File: config.mk
export PLATFORM = sky130hd
export DESIGN_NAME = rtc_bus_master_flat
export DESIGN_NICKNAME = d
export VERILOG_FILES = /design/src/rtl/rtc_bus_master_if.sv /design/src/rtl/rtc_bus_master.sv /design/src/flat_wrapper.sv
export SDC_FILE = /design/constraint.sdc
export NUM_CORES = 1
export LEC_CHECK = 0
export ABC_CLOCK_PERIOD_IN_PS = 2000
export CAP_MARGIN = 5
export CORE_ASPECT_RATIO = 1.25
export CORE_UTILIZATION = 47
export CTS_CLUSTER_SIZE = 30
export DETAILED_ROUTE_END_ITERATION = 10
export GPL_TIMING_DRIVEN = 1
export PLACE_DENSITY_LB_ADDON = 0.2
export SLEW_MARGIN = 20
export SYNTH_ARGS = -nofsm -noshare
export SYNTH_HDL_FRONTEND = slang
export SYNTH_SLANG_ARGS = --single-unit
File: constraint.sdc
create_clock -name clk -period 2 [get_ports clk]
set_input_delay 0.4 -clock clk [delete_from_list [all_inputs] [get_ports clk]]
set_output_delay 0.4 -clock clk [all_outputs]
set_load 0.03 [all_outputs]
File: src/rtl/rtc_bus_master_if.sv
// Signal bundle between rtc_bus_master and its user and RTC chip: the request/response handshake plus the
// multiplexed address/data bus pins.
interface rtc_bus_master_if;
    logic       start;
    logic       wr;
    logic [7:0] addr_in;
    logic [7:0] wdata;
    logic       scan;
    logic       busy;
    logic       done;
    logic [7:0] rdata;
    logic [3:0] rd_idx;
    logic [7:0] ad_out;
    logic       ad_oe;
    logic [7:0] ad_in;
    logic       cs_n;
    logic       rd_n;
    logic       wr_n;
    logic       aod;

    modport master (
        input  start, wr, addr_in, wdata, scan, ad_in,
        output busy, done, rdata, rd_idx, ad_out, ad_oe, cs_n, rd_n, wr_n, aod
    );

    modport slave (
        output start, wr, addr_in, wdata, scan, ad_in,
        input  busy, done, rdata, rd_idx, ad_out, ad_oe, cs_n, rd_n, wr_n, aod
    );
endinterface

File: src/rtl/rtc_bus_master.sv
// Multiplexed address/data bus master for an RTC chip: one transaction is one address phase followed by one
// data phase. Defining RTC_SCAN_EN adds a sweep that reads all 11 display registers.
// Handshake: start (or scan) is accepted only while busy=0. busy then stays high up to and including the
// single-cycle done pulse. rdata/rd_idx are valid from done until the next read completes.
module rtc_bus_master #(
    parameter int T_PH = 4
) (
    input  logic             clk,
    input  logic             reset_n,
    rtc_bus_master_if.master bus,
    output logic [2:0]       state_dbg
);
    typedef enum logic [2:0] {IDLE, ADR, ADR_REC, DAT, DAT_REC, FIN} state_t;
    localparam logic [3:0] PH_LAST = 4'(T_PH - 1);

    state_t     state_q, state_d;
    logic [3:0] cnt_q, cnt_d;
    logic [7:0] addr_q, addr_d, wdat_q, wdat_d;
    logic       wr_q, wr_d;
    logic       ph_end;
    logic       cs_n_d, rd_n_d, wr_n_d, aod_d, oe_d, busy_d, done_d;
    logic [7:0] ad_out_d, rdata_d;

`ifdef RTC_SCAN_EN
    logic       scan_act_q, scan_act_d;
    logic [3:0] scan_idx_q, scan_idx_d;
    logic [3:0] rd_idx_d;

    // Display registers: 0x21..0x28 followed by 0x41..0x43.
    function automatic logic [7:0] scan_addr(input logic [3:0] idx);
        if (idx < 4'd8) return 8'h21 + {4'h0, idx};
        return 8'h41 + {4'h0, idx - 4'd8};
    endfunction
`else
    assign bus.rd_idx = '0;
`endif

    assign ph_end    = (cnt_q == PH_LAST);
    assign state_dbg = state_q;

    always_ff @(posedge clk or negedge reset_n) begin
        if (!reset_n) begin
            state_q    <= IDLE;
            cnt_q      <= '0;
            addr_q     <= '0;
            wdat_q     <= '0;
            wr_q       <= 1'b0;
            bus.cs_n   <= 1'b1;
            bus.rd_n   <= 1'b1;
            bus.wr_n   <= 1'b1;
            bus.aod    <= 1'b0;
            bus.ad_oe  <= 1'b0;
            bus.ad_out <= '0;
            bus.busy   <= 1'b0;
            bus.done   <= 1'b0;
            bus.rdata  <= '0;
`ifdef RTC_SCAN_EN
            scan_act_q <= 1'b0;
            scan_idx_q <= '0;
            bus.rd_idx <= '0;
`endif
        end else begin
            state_q    <= state_d;
            cnt_q      <= cnt_d;
            addr_q     <= addr_d;
            wdat_q     <= wdat_d;
            wr_q       <= wr_d;
            bus.cs_n   <= cs_n_d;
            bus.rd_n   <= rd_n_d;
            bus.wr_n   <= wr_n_d;
            bus.aod    <= aod_d;
            bus.ad_oe  <= oe_d;
            bus.ad_out <= ad_out_d;
            bus.busy   <= busy_d;
            bus.done   <= done_d;
            bus.rdata  <= rdata_d;
`ifdef RTC_SCAN_EN
            scan_act_q <= scan_act_d;
            scan_idx_q <= scan_idx_d;
            bus.rd_idx <= rd_idx_d;
`endif
        end
    end

    always_comb begin
        state_d = state_q;
        cnt_d   = cnt_q + 4'd1;
        addr_d  = addr_q;
        wdat_d  = wdat_q;
        wr_d    = wr_q;
`ifdef RTC_SCAN_EN
        scan_act_d = scan_act_q;
        scan_idx_d = scan_idx_q;
`endif
        case (state_q)
            IDLE: begin
                cnt_d = '0;
                // start takes priority, and a scan raised in the same cycle is dropped.
                if (bus.start) begin
                    state_d = ADR;
                    addr_d  = bus.addr_in;
                    wdat_d  = bus.wdata;
                    wr_d    = bus.wr;
                end
`ifdef RTC_SCAN_EN
                else if (bus.scan) begin
                    state_d    = ADR;
                    addr_d     = scan_addr(4'd0);
                    wr_d       = 1'b0;
                    scan_act_d = 1'b1;
                    scan_idx_d = '0;
                end
`endif
            end
            ADR:     if (ph_end) begin state_d = ADR_REC; cnt_d = '0; end
            ADR_REC: if (ph_end) begin state_d = DAT;     cnt_d = '0; end
            DAT:     if (ph_end) begin state_d = DAT_REC; cnt_d = '0; end
            DAT_REC: if (ph_end) begin state_d = FIN;     cnt_d = '0; end
            FIN: begin
                cnt_d   = '0;
                state_d = IDLE;
`ifdef RTC_SCAN_EN
                if (scan_act_q && scan_idx_q != 4'd10) begin
                    state_d    = ADR;
                    scan_idx_d = scan_idx_q + 4'd1;
                    addr_d     = scan_addr(scan_idx_q + 4'd1);
                end else begin
                    scan_act_d = 1'b0;
                end
`endif
            end
            default: begin
                state_d = IDLE;
                cnt_d   = '0;
            end
        endcase
    end

    // Bus pins are decoded from the next state so that the registered outputs line up with the state.
    always_comb begin
        cs_n_d   = 1'b1;
        rd_n_d   = 1'b1;
        wr_n_d   = 1'b1;
        aod_d    = 1'b0;
        oe_d     = 1'b0;
        ad_out_d = bus.ad_out;
        busy_d   = (state_d != IDLE);
        done_d   = (state_d == FIN);
        rdata_d  = bus.rdata;
`ifdef RTC_SCAN_EN
        rd_idx_d = bus.rd_idx;
`endif
        case (state_d)
            ADR: begin
                cs_n_d   = 1'b0;
                wr_n_d   = 1'b0;
                oe_d     = 1'b1;
                ad_out_d = addr_d;
            end
            ADR_REC: begin
                cs_n_d   = 1'b0;
                oe_d     = 1'b1;
                ad_out_d = addr_d;
            end
            DAT: begin
                cs_n_d = 1'b0;
                aod_d  = 1'b1;
                if (wr_d) begin
                    wr_n_d   = 1'b0;
                    oe_d     = 1'b1;
                    ad_out_d = wdat_d;
                end else begin
                    rd_n_d = 1'b0;
                end
            end
            DAT_REC: begin
                cs_n_d = 1'b0;
                aod_d  = 1'b1;
            end
            default: ;
        endcase
        if (state_q == DAT && ph_end && !wr_q) begin
            rdata_d = bus.ad_in;
`ifdef RTC_SCAN_EN
            rd_idx_d = scan_act_q ? scan_idx_q : 4'd0;
`endif
        end
    end
endmodule

File: src/flat_wrapper.sv
// flat-port wrapper written by rule: the top's interface ports become plain ports
module rtc_bus_master_flat 
#(
    parameter int T_PH = 4
)
  (clk, reset_n, state_dbg, bus_start, bus_wr, bus_addr_in, bus_wdata, bus_scan, bus_ad_in, bus_busy, bus_done, bus_rdata, bus_rd_idx, bus_ad_out, bus_ad_oe, bus_cs_n, bus_rd_n, bus_wr_n, bus_aod);
  rtc_bus_master_if bus_i ();
  input  logic clk;
  input  logic reset_n;
  output logic [2:0] state_dbg;
  input wire logic [$bits(bus_i.start)-1:0] bus_start;
  input wire logic [$bits(bus_i.wr)-1:0] bus_wr;
  input wire logic [$bits(bus_i.addr_in)-1:0] bus_addr_in;
  input wire logic [$bits(bus_i.wdata)-1:0] bus_wdata;
  input wire logic [$bits(bus_i.scan)-1:0] bus_scan;
  input wire logic [$bits(bus_i.ad_in)-1:0] bus_ad_in;
  output wire logic [$bits(bus_i.busy)-1:0] bus_busy;
  output wire logic [$bits(bus_i.done)-1:0] bus_done;
  output wire logic [$bits(bus_i.rdata)-1:0] bus_rdata;
  output wire logic [$bits(bus_i.rd_idx)-1:0] bus_rd_idx;
  output wire logic [$bits(bus_i.ad_out)-1:0] bus_ad_out;
  output wire logic [$bits(bus_i.ad_oe)-1:0] bus_ad_oe;
  output wire logic [$bits(bus_i.cs_n)-1:0] bus_cs_n;
  output wire logic [$bits(bus_i.rd_n)-1:0] bus_rd_n;
  output wire logic [$bits(bus_i.wr_n)-1:0] bus_wr_n;
  output wire logic [$bits(bus_i.aod)-1:0] bus_aod;
  assign bus_i.start = bus_start;
  assign bus_i.wr = bus_wr;
  assign bus_i.addr_in = bus_addr_in;
  assign bus_i.wdata = bus_wdata;
  assign bus_i.scan = bus_scan;
  assign bus_i.ad_in = bus_ad_in;
  assign bus_busy = bus_i.busy;
  assign bus_done = bus_i.done;
  assign bus_rdata = bus_i.rdata;
  assign bus_rd_idx = bus_i.rd_idx;
  assign bus_ad_out = bus_i.ad_out;
  assign bus_ad_oe = bus_i.ad_oe;
  assign bus_cs_n = bus_i.cs_n;
  assign bus_rd_n = bus_i.rd_n;
  assign bus_wr_n = bus_i.wr_n;
  assign bus_aod = bus_i.aod;
  rtc_bus_master #(.T_PH(T_PH)) u_core (.clk(clk), .reset_n(reset_n), .bus(bus_i), .state_dbg(state_dbg));
endmodule
Yosys cells after proc, flatten, opt, wreduce, memory -nomap -nowiden
Cells that the tools add are included.

storage, ports and cells
  flip-flop bits (word level) = 47
  logic and storage cells = 60
  output and inout port bits = 30
  bits of input ports = 29

operators by class
  muxes and demuxes = 23
  reductions and logical operators = 11
  eq/ne operators = 11
  add/sub/neg operators = 1

operators by type and width
  kind                                                   count
  2-to-1 mux 8 bit                                       5
  one-hot mux 8 bit (2 select lines)                     1
  2-to-1 mux 3 bit                                       5
  one-hot mux 3 bit (5 select lines)                     1
  equality test 3 x 2 -> 1 bit, second input constant    4
  equality test 3 bit, second input constant             3
  2-to-1 mux 4 bit                                       2
  OR reduction 4 bit                                     2
  2-to-1 mux 1 bit                                       7
  equality test 3 x 1 -> 1 bit, second input constant    2
  adder 4 x 1 -> 4 bit, second input constant            1
  equality test 4 x 2 -> 1 bit, second input constant    1
  one-hot mux 1 bit (2 select lines)                     2
  OR reduction 2 bit                                     2
  zero test 3 bit                                        1
  nonzero test 3 bit                                     1
  logical AND 1 bit                                      2
  inequality test 2 x 1 -> 1 bit, second input constant  1
  AND reduction 2 bit                                    1
  nonzero test 2 bit                                     1
  zero test 1 bit                                        1

Logic depth before layout (Yosys ltp)
Gate-level depths: netlist of run 1.

  depth after elaboration = 7
  depth in mapped cells = 6

Worst setup path before layout of run 1
Ideal clock, no wire load.

  path type = register to register
  start = reg u_core.state_q[2] (netlist: u_core.state_dbg[2])
  end = reg u_core.bus.ad_out[6]
  arrival time = 1.855 ns
  slack = 0.016 ns
  buffers on the path = 2
  cell stages (with the launch flop) = 7
  cell sequence = dfrtp_1 > buf_6 > nor4b_4 > buf_6 > mux2_4 > mux2i_1 > mux2i_1

between the ends
  elaborated cells between the ends (all ways) = 23

RTL lines
  what                                line                     source
  start: declaration                  rtc_bus_master.sv:16     state_t state_q, state_d;
  start signal: assignment            rtc_bus_master.sv:63     state_q <= state_d;
  zero test 3 bit                     rtc_bus_master.sv:95     case (state_q)
  2-to-1 mux 8 bit                    rtc_bus_master.sv:95
  net u_core.addr_d[6]                rtc_bus_master.sv:18     logic [7:0] addr_q, addr_d, wdat_q, wdat_d;
  one-hot mux 8 bit (2 select lines)  rtc_bus_master.sv:153    case (state_d)
  end signal: assignment              rtc_bus_master.sv:73     bus.ad_out <= ad_out_d;
  end: declaration                    rtc_bus_master_if.sv:23  output busy, done, rdata, rd_idx, ad_out, ad_oe, cs_n, rd_n, wr_n, aod

The timed path passes the listed nets, and every way through them passes these cells. The select of a mux whose other input is x is not followed.
A chain may end at the register's enable or synchronous reset.

Final worst setup path of run 1
  start = reg u_core.state_q[0] (netlist: u_core.state_dbg[0])
  end = out state_dbg[0]

RTL lines
  what              line                source
  end: declaration  flat_wrapper.sv:10  output logic [2:0] state_dbg;

No word-level cell between the ends.

==> flow_metrics.tcl, run 1 <==
set metrics [dict create \
    avgSynthCellArea_sq_um 13.50 \
    fin_crit_ns 1.893 \
    path_clk_slew_ns 0.08 \
    ys_ff_latch 47 \
    crit_path_max_fanout 7 \
    htree_levels 2 \
    reg2reg_depth 7 \
    status "completed" \
    fin_worst_skew_ns 0.008910 \
    core_area_sq_um 4197 \
    yosys.area_share.adder_pct 0.5942 \
    r2r-start "u_core.cnt_q[0]$_DFF_PN0_" \
    cts_buffers 5 \
    die_area_sq_um 4754 \
    crit_slowest_cell "clkdlybuf4s50_1" \
    yosys-top-cells-area "dfrtp_1 52%, mux2i_1 8.1%, mux2_4 6.4%" \
    n_antenna_cell 0 \
    drv_cap 0 \
    ioPinCount 59 \
    grt_pass1_vias 1497 \
    ys_types 39 \
    finalSetupViolCount 0 \
    finalPower_mw 4.840 \
    clock-sinks 47 \
    worstSetupEndpoint "state_dbg[0]" \
    regToRegEndpoint "u_core.bus.ad_out[4]$_DFFE_PN0P_" \
    hold_buffers 0 \
    final.period_utilization_pct 94.64 \
    cts_root_buf "clkbuf_8" \
    synthMuxAreaShare_pct 24.66 \
    min_path_type "input pin to asynchronous set/reset pin" \
    crit_family "buffers and inverters" \
    p_per_area_nw_per_um2 1686 \
    start_kind "register" \
    synth_area_sq_um 2106 \
    syn_inst 156 \
    synth_top_area_share_pct 52.29 \
    final_nets 251 \
    gp_congestion 0.7713 \
    synth-simple-area-share_pct 9.091 \
    gr-usage-all-layers_pct 19.36 \
    cts_tree "yes" \
    postRouteAntennaNets 0 \
    cp.depth 1 \
    fp-row-count 26 \
    rsz0062_at_grt "no" \
    end_kind "output port" \
    hpwl_mm 2.990 \
    first_iter_violations 43 \
    synth_edf_count 0 \
    antenna_found_initial 0 \
    ir_drop_mv 0.8050 \
    port_buffers 53 \
    dr.pass1.iters 4 \
    grt_pass1_wl_mm 6.596 \
    worst-path-buf-inv 1 \
    worst_ep_required_time_ns 1.60 \
    layout-drive-gt1-share_pct 20.72 \
    crit_type "register to output port" \
    clock_latency_ns 0.29 \
    max_stage_delay_ns 0.72 \
    max_freq_ghz 0.5283 \
    path_cells "clkdlybuf4s50_1" \
    synth-async-reset-ratio_pct 100.0 \
    final_max_slew_viol_count 0 \
    synth_top_family_by_area "multiplexers" \
    dieWidth_um 61.87 \
    leakagePower_nw 1.330 \
    hold_slack_ns 0.02696 \
    clockBufferDepth 2 \
    critPathLaunch "u_core.state_dbg[0]$_DFF_PN0_" \
    synth_flop_cell "dfrtp_1" \
    die_h_um 76.84 \
    synth_xor_area_share_pct 1.248 \
    finalHoldViolCount 0 \
    area_growth_pct 36.30 \
    synth_seq_area_share_pct 56.03 \
    start_util_pct 50.18 \
    r2r_slack_ns 0.13 \
    crit_arrival_ns 1.49 \
    wire_per_inst_um 14.22 \
    viasPerCell 4.924 \
    drt-total-wl_mm 3.954 \
    grt_max_degree 20 \
    vias 1369 \
    synth_compound_area_share_pct 2.852 \
    globalRouteOverflowTotal 0 \
    yosys.area.top_type "dfrtp_1" \
    yosysWarnings 0 \
    post-route-drc-count 0 \
]
## worst min-delay path by stage
stage | from | end | cells past startpoint
global placement | reset_n | u_core.bus.rdata[0]$_DFFE_PN0P_ | 1
floorplan | reset_n | u_core.addr_q[0]$_DFF_PN0_ | 0
detailed placement | reset_n | u_core.bus.rdata[0]$_DFFE_PN0P_ | 1
CTS | reset_n | u_core.bus.rdata[0]$_DFFE_PN0P_ | 1
global route | reset_n | u_core.bus.rdata[0]$_DFFE_PN0P_ | 1
finish | reset_n | u_core.bus.rdata[3]$_DFFE_PN0P_ | 1
## through the flow
stage	setup WS, ns	util (%)	std cells	TNS, ns	instance area, sq um
2_1_floorplan	0.01610	-	159	0	2117
3_3_place_gp	-0.03560	65.47	270	-0.1972	2748
3_5_place_dp	-0.1126	65.47	270	-0.6461	2748
4_1_cts	0.07705	68.01	278	0	2854
5_1_grt	0.007602	68.40	278	0	2870
6_report	0.1071	68.40	278	0	2870
## where the power goes
part	switching, mW	total, mW	leakage (nW)	internal [mW]
clock	0.287	0.661	0.0524	0.374
combinational	1.28	2.54	0.717	1.26
sequential	0.223	1.64	0.560	1.42
total	1.79	4.84	1.33	3.05
## registers in the layout, indices dropped and copies added (netlist names)
register	count
u_core.wdat_q	8
u_core.bus.aod	1
u_core.bus.done	1
u_core.bus.wr_n	1
u_core.addr_q	8
u_core.bus.rdata	8
u_core.bus.cs_n	1
u_core.state_dbg	3
u_core.bus.busy	1
u_core.cnt_q	4
u_core.bus.ad_out	8
u_core.wr_q	1
u_core.bus.rd_n	1
u_core.bus.ad_oe	1
## cell usage in the layout (no fill, tap or decap), types with 2 or more instances in the layout
| cell type | netlist | final |
|---|---|---|
| buf_4 | 4 | 11 |
| clkbuf_1 | 2 | 2 |
| clkbuf_8 | 0 | 5 |
| clkdlybuf4s50_1 | 0 | 52 |
| conb_1 | 1 | 4 |
| dfrtp_1 | 44 | 44 |
| dfstp_2 | 3 | 3 |
| inv_1 | 10 | 10 |
| mux2_1 | 9 | 9 |
| mux2_2 | 8 | 8 |
| mux2_4 | 9 | 9 |
| mux2i_1 | 17 | 16 |
| nand2_1 | 6 | 6 |
| nand2b_1 | 2 | 2 |
| nor2_1 | 7 | 7 |
| nor2b_1 | 2 | 2 |
| nor3_1 | 2 | 2 |
| o21ai_0 | 2 | 2 |
| xor2_1 | 3 | 3 |
## cell usage after synthesis, drive strengths merged (2+ instances only)
library cell,count
nor3,2
dfstp,3
o21ai,3
dfrtp,44
nor3b,2
nor2,8
mux2i,18
xor2,3
mux2,26
nand2,6
clkbuf,2
buf,9
nand2b,2
nor2b,2
inv,10
## cell families (layout without fill, tap and decap cells)
family,count (synthesis),count (layout)
other cells,1,4
fa+ha+maj,1,1
compound gates,9,9
flops,47,47
mux,44,44
xor+xnor,3,3
buf+inv,21,84
simple gates,30,30
## layout make-up
type | instances | area [sq um]
sequential | 47 | 1180
clock buffer | 7 | 76.32
inverter | 10 | 37.54
multi-input combinational | 91 | 837.1
clock inverter | 1 | 30.03
tap | 56 | 70.07
timing repair buffer | 66 | 639.4
fill | 308 | 1326
## repair_timing
item | 4_1_cts | 5_1_grt
endpoints found under the hold margin | 0 | 0
buffers inserted | 0 | 0
resized for setup | 0 | 4
setup endpoints to repair | 0 | 16
## layer usage
| metal | track usage (%) | vias to the layer above | part of all wire [%] |
|---|---|---|---|
| li1 | - | 650 | - |
| met1 | 21.00 | 666 | 38 |
| met2 | 33.66 | 49 | 54 |
| met3 | 6.577 | 4 | 6.2 |
| met4 | 6.667 | 0 | 1.4 |
| met5 | 0 | - | 0 |
Note: power is estimated with default switching activity, not from simulation.
==> run 2, diff against run 1 <==
- CTS_CLUSTER_SIZE: 30 -> default
==> results of run 2 <==
Final layout, timing and power as in run 1 (identical DEF).
==> run 3, diff against run 2 <==
- ABC_CLOCK_PERIOD_IN_PS: 2000 -> 1900
- clock period: 2 -> 1.9 ns (I/O delays scaled with it)
==> run 3 against run 2 <==
Die area unchanged. Routed wire length increased by 8.4%. Cell area rose by 3.4%. Combinational power grew 10%. Register-to-register slack lost 0.05 ns. Sequential cell count did not move. Critical path type unchanged. Critical endpoint is now bus_wr_n. Largest cell class unchanged. Highest routed layer unchanged.
==> flow_metrics.tcl, run 3 (synthesis gave the netlist of run 1 again) <==
set metrics [dict create \
    post-route-drc-count 0 \
    wire_per_inst_um 15.20 \
    cts_buffers 5 \
    placed_area_sq_um 2755 \
    dr.pass1.iters 4 \
    start_kind "register" \
    seq_area_sq_um 1182 \
    gp_congestion 0.7156 \
    grt_max_degree 22 \
    cp.depth 1 \
    end_kind "output port" \
    critPathLaunch "u_core.bus.wr_n$_DFF_PN1_" \
    n_antenna_cell 0 \
    r2r-start "u_core.cnt_q[0]$_DFF_PN0_" \
    start_util_pct 50.18 \
    dieWidth_um 61.87 \
    regToRegEndpoint "u_core.bus.rdata[3]$_DFFE_PN0P_" \
    fp-row-count 26 \
    core_area_sq_um 4197 \
    multi_input_area_sq_um 862.1 \
    postRouteAntennaNets 0 \
    fin_crit_ns 1.854 \
    setup_ws_ns 0.04637 \
    final_util_pct 70.72 \
    clock_latency_ns 0.30 \
    drt-total-wl_mm 4.286 \
    layout_common_cells "47 x clkdlybuf4s50_1, 42 x dfrtp_1, 17 x mux2i_1" \
    reg2reg_depth 6 \
    worstSetupEndpoint "bus_wr_n" \
    post-place-ws_ns -0.2402 \
    crit_arrival_ns 1.47 \
    grt_pass1_vias 1439 \
    final.period_utilization_pct 97.56 \
    max_stage_delay_ns 0.65 \
    htree_levels 2 \
    clock-sinks 47 \
    final_common_cell "clkdlybuf4s50_1" \
    gr-usage-all-layers_pct 19.56 \
    area_growth_pct 40.94 \
    final_max_slew_viol_count 0 \
    antenna_found_initial 0 \
    max_freq_ghz 0.5395 \
    grt_pass1_wl_mm 6.734 \
    status "completed" \
    p_per_area_nw_per_um2 1782 \
    cts_tree "yes" \
    r2r_slack_ns 0.08 \
    min_path_type "register to register" \
    crit_type "register to output port" \
    fin_worst_skew_ns 0.006803 \
    first_iter_violations 41 \
    crit_slowest_cell "clkdlybuf4s50_1" \
    worst_ep_required_time_ns 1.52 \
    nFillCells 283 \
    die_h_um 76.84 \
    crit_family "buffers and inverters" \
    leakagePower_nw 1.419 \
    final_nets 255 \
    globalRouteOverflowTotal 0 \
    die_area_sq_um 4754 \
    crit_path_max_fanout 1 \
    hpwl_mm 3.031 \
    clockBufferDepth 2 \
    ir_drop_mv 0.8510 \
    stdcell_area_sq_um 2968 \
    viasPerCell 4.975 \
    path_clk_slew_ns 0.09 \
    cts_root_buf "clkbuf_8" \
    ioPinCount 59 \
    worst-path-buf-inv 1 \
    finalSetupViolCount 0 \
    layout-drive-gt1-share_pct 25.22 \
    vias 1403 \
    path_cells "clkdlybuf4s50_1" \
    drv_cap 0 \
    finalHoldViolCount 0 \
    port_buffers 53 \
]
run 3: what timing repair did:
action | CTS | global route
setup buffers | 1 | 3
endpoints found under the hold margin | 11 | 0
setup endpoints to repair | 15 | 12
hold buffers | 1 | 0
pin swaps | 2 | 2
resized for setup | 4 | 9
run 3: how the worst min path moves through the flow:
stage,start,endpoint,cells past startpoint
global route,u_core.bus.rdata[2]$_DFFE_PN0P_,u_core.bus.rdata[2]$_DFFE_PN0P_,1
floorplan,reset_n,u_core.addr_q[0]$_DFF_PN0_,0
global placement,reset_n,u_core.bus.rdata[7]$_DFFE_PN0P_,1
finish,u_core.bus.rdata[2]$_DFFE_PN0P_,u_core.bus.rdata[2]$_DFFE_PN0P_,1
detailed placement,reset_n,u_core.bus.rdata[7]$_DFFE_PN0P_,1
CTS,u_core.bus.rdata[2]$_DFFE_PN0P_,u_core.bus.rdata[2]$_DFFE_PN0P_,1
run 3: metrics by stage:
| stage | setup TNS (ns) | std cells | hold slack (ns) | total power, mW |
|---|---|---|---|---|
| 2_1_floorplan | 0 | 159 | 0.08441 | 3.454 |
| 3_3_place_gp | -0.8020 | 269 | 0.2763 | 4.315 |
| 3_5_place_dp | -2.241 | 269 | 0.2878 | 4.478 |
| 4_1_cts | 0 | 279 | 0.4936 | 5.246 |
| 5_1_grt | -0.001546 | 282 | 0.5131 | 5.597 |
| 6_report | 0 | 282 | 0.4899 | 5.290 |
run 3: final cells by class:
cell class,instances,share of cell area [%]
clock inverters,2,1.180
inverters,10,1.265
well taps,56,2.361
multi-input cells,91,29.05
flip-flops and latches,47,39.84
repair buffers,70,23.52
clock buffers,6,2.782
run 3: per-layer routing:
layer | up-vias | track usage, % | part of all wire (%)
met1 | 688 | 23.02 | 39
li1 | 662 | - | -
met5 | - | 0 | 0
met4 | 0 | 6.444 | 1.3
met2 | 47 | 33.23 | 54
met3 | 6 | 5.396 | 5.6
run 3: report_power, final:
group          internal (mW)  switching [mW]
logic                   1.39            1.41
clock network          0.426           0.327
registers               1.49           0.239
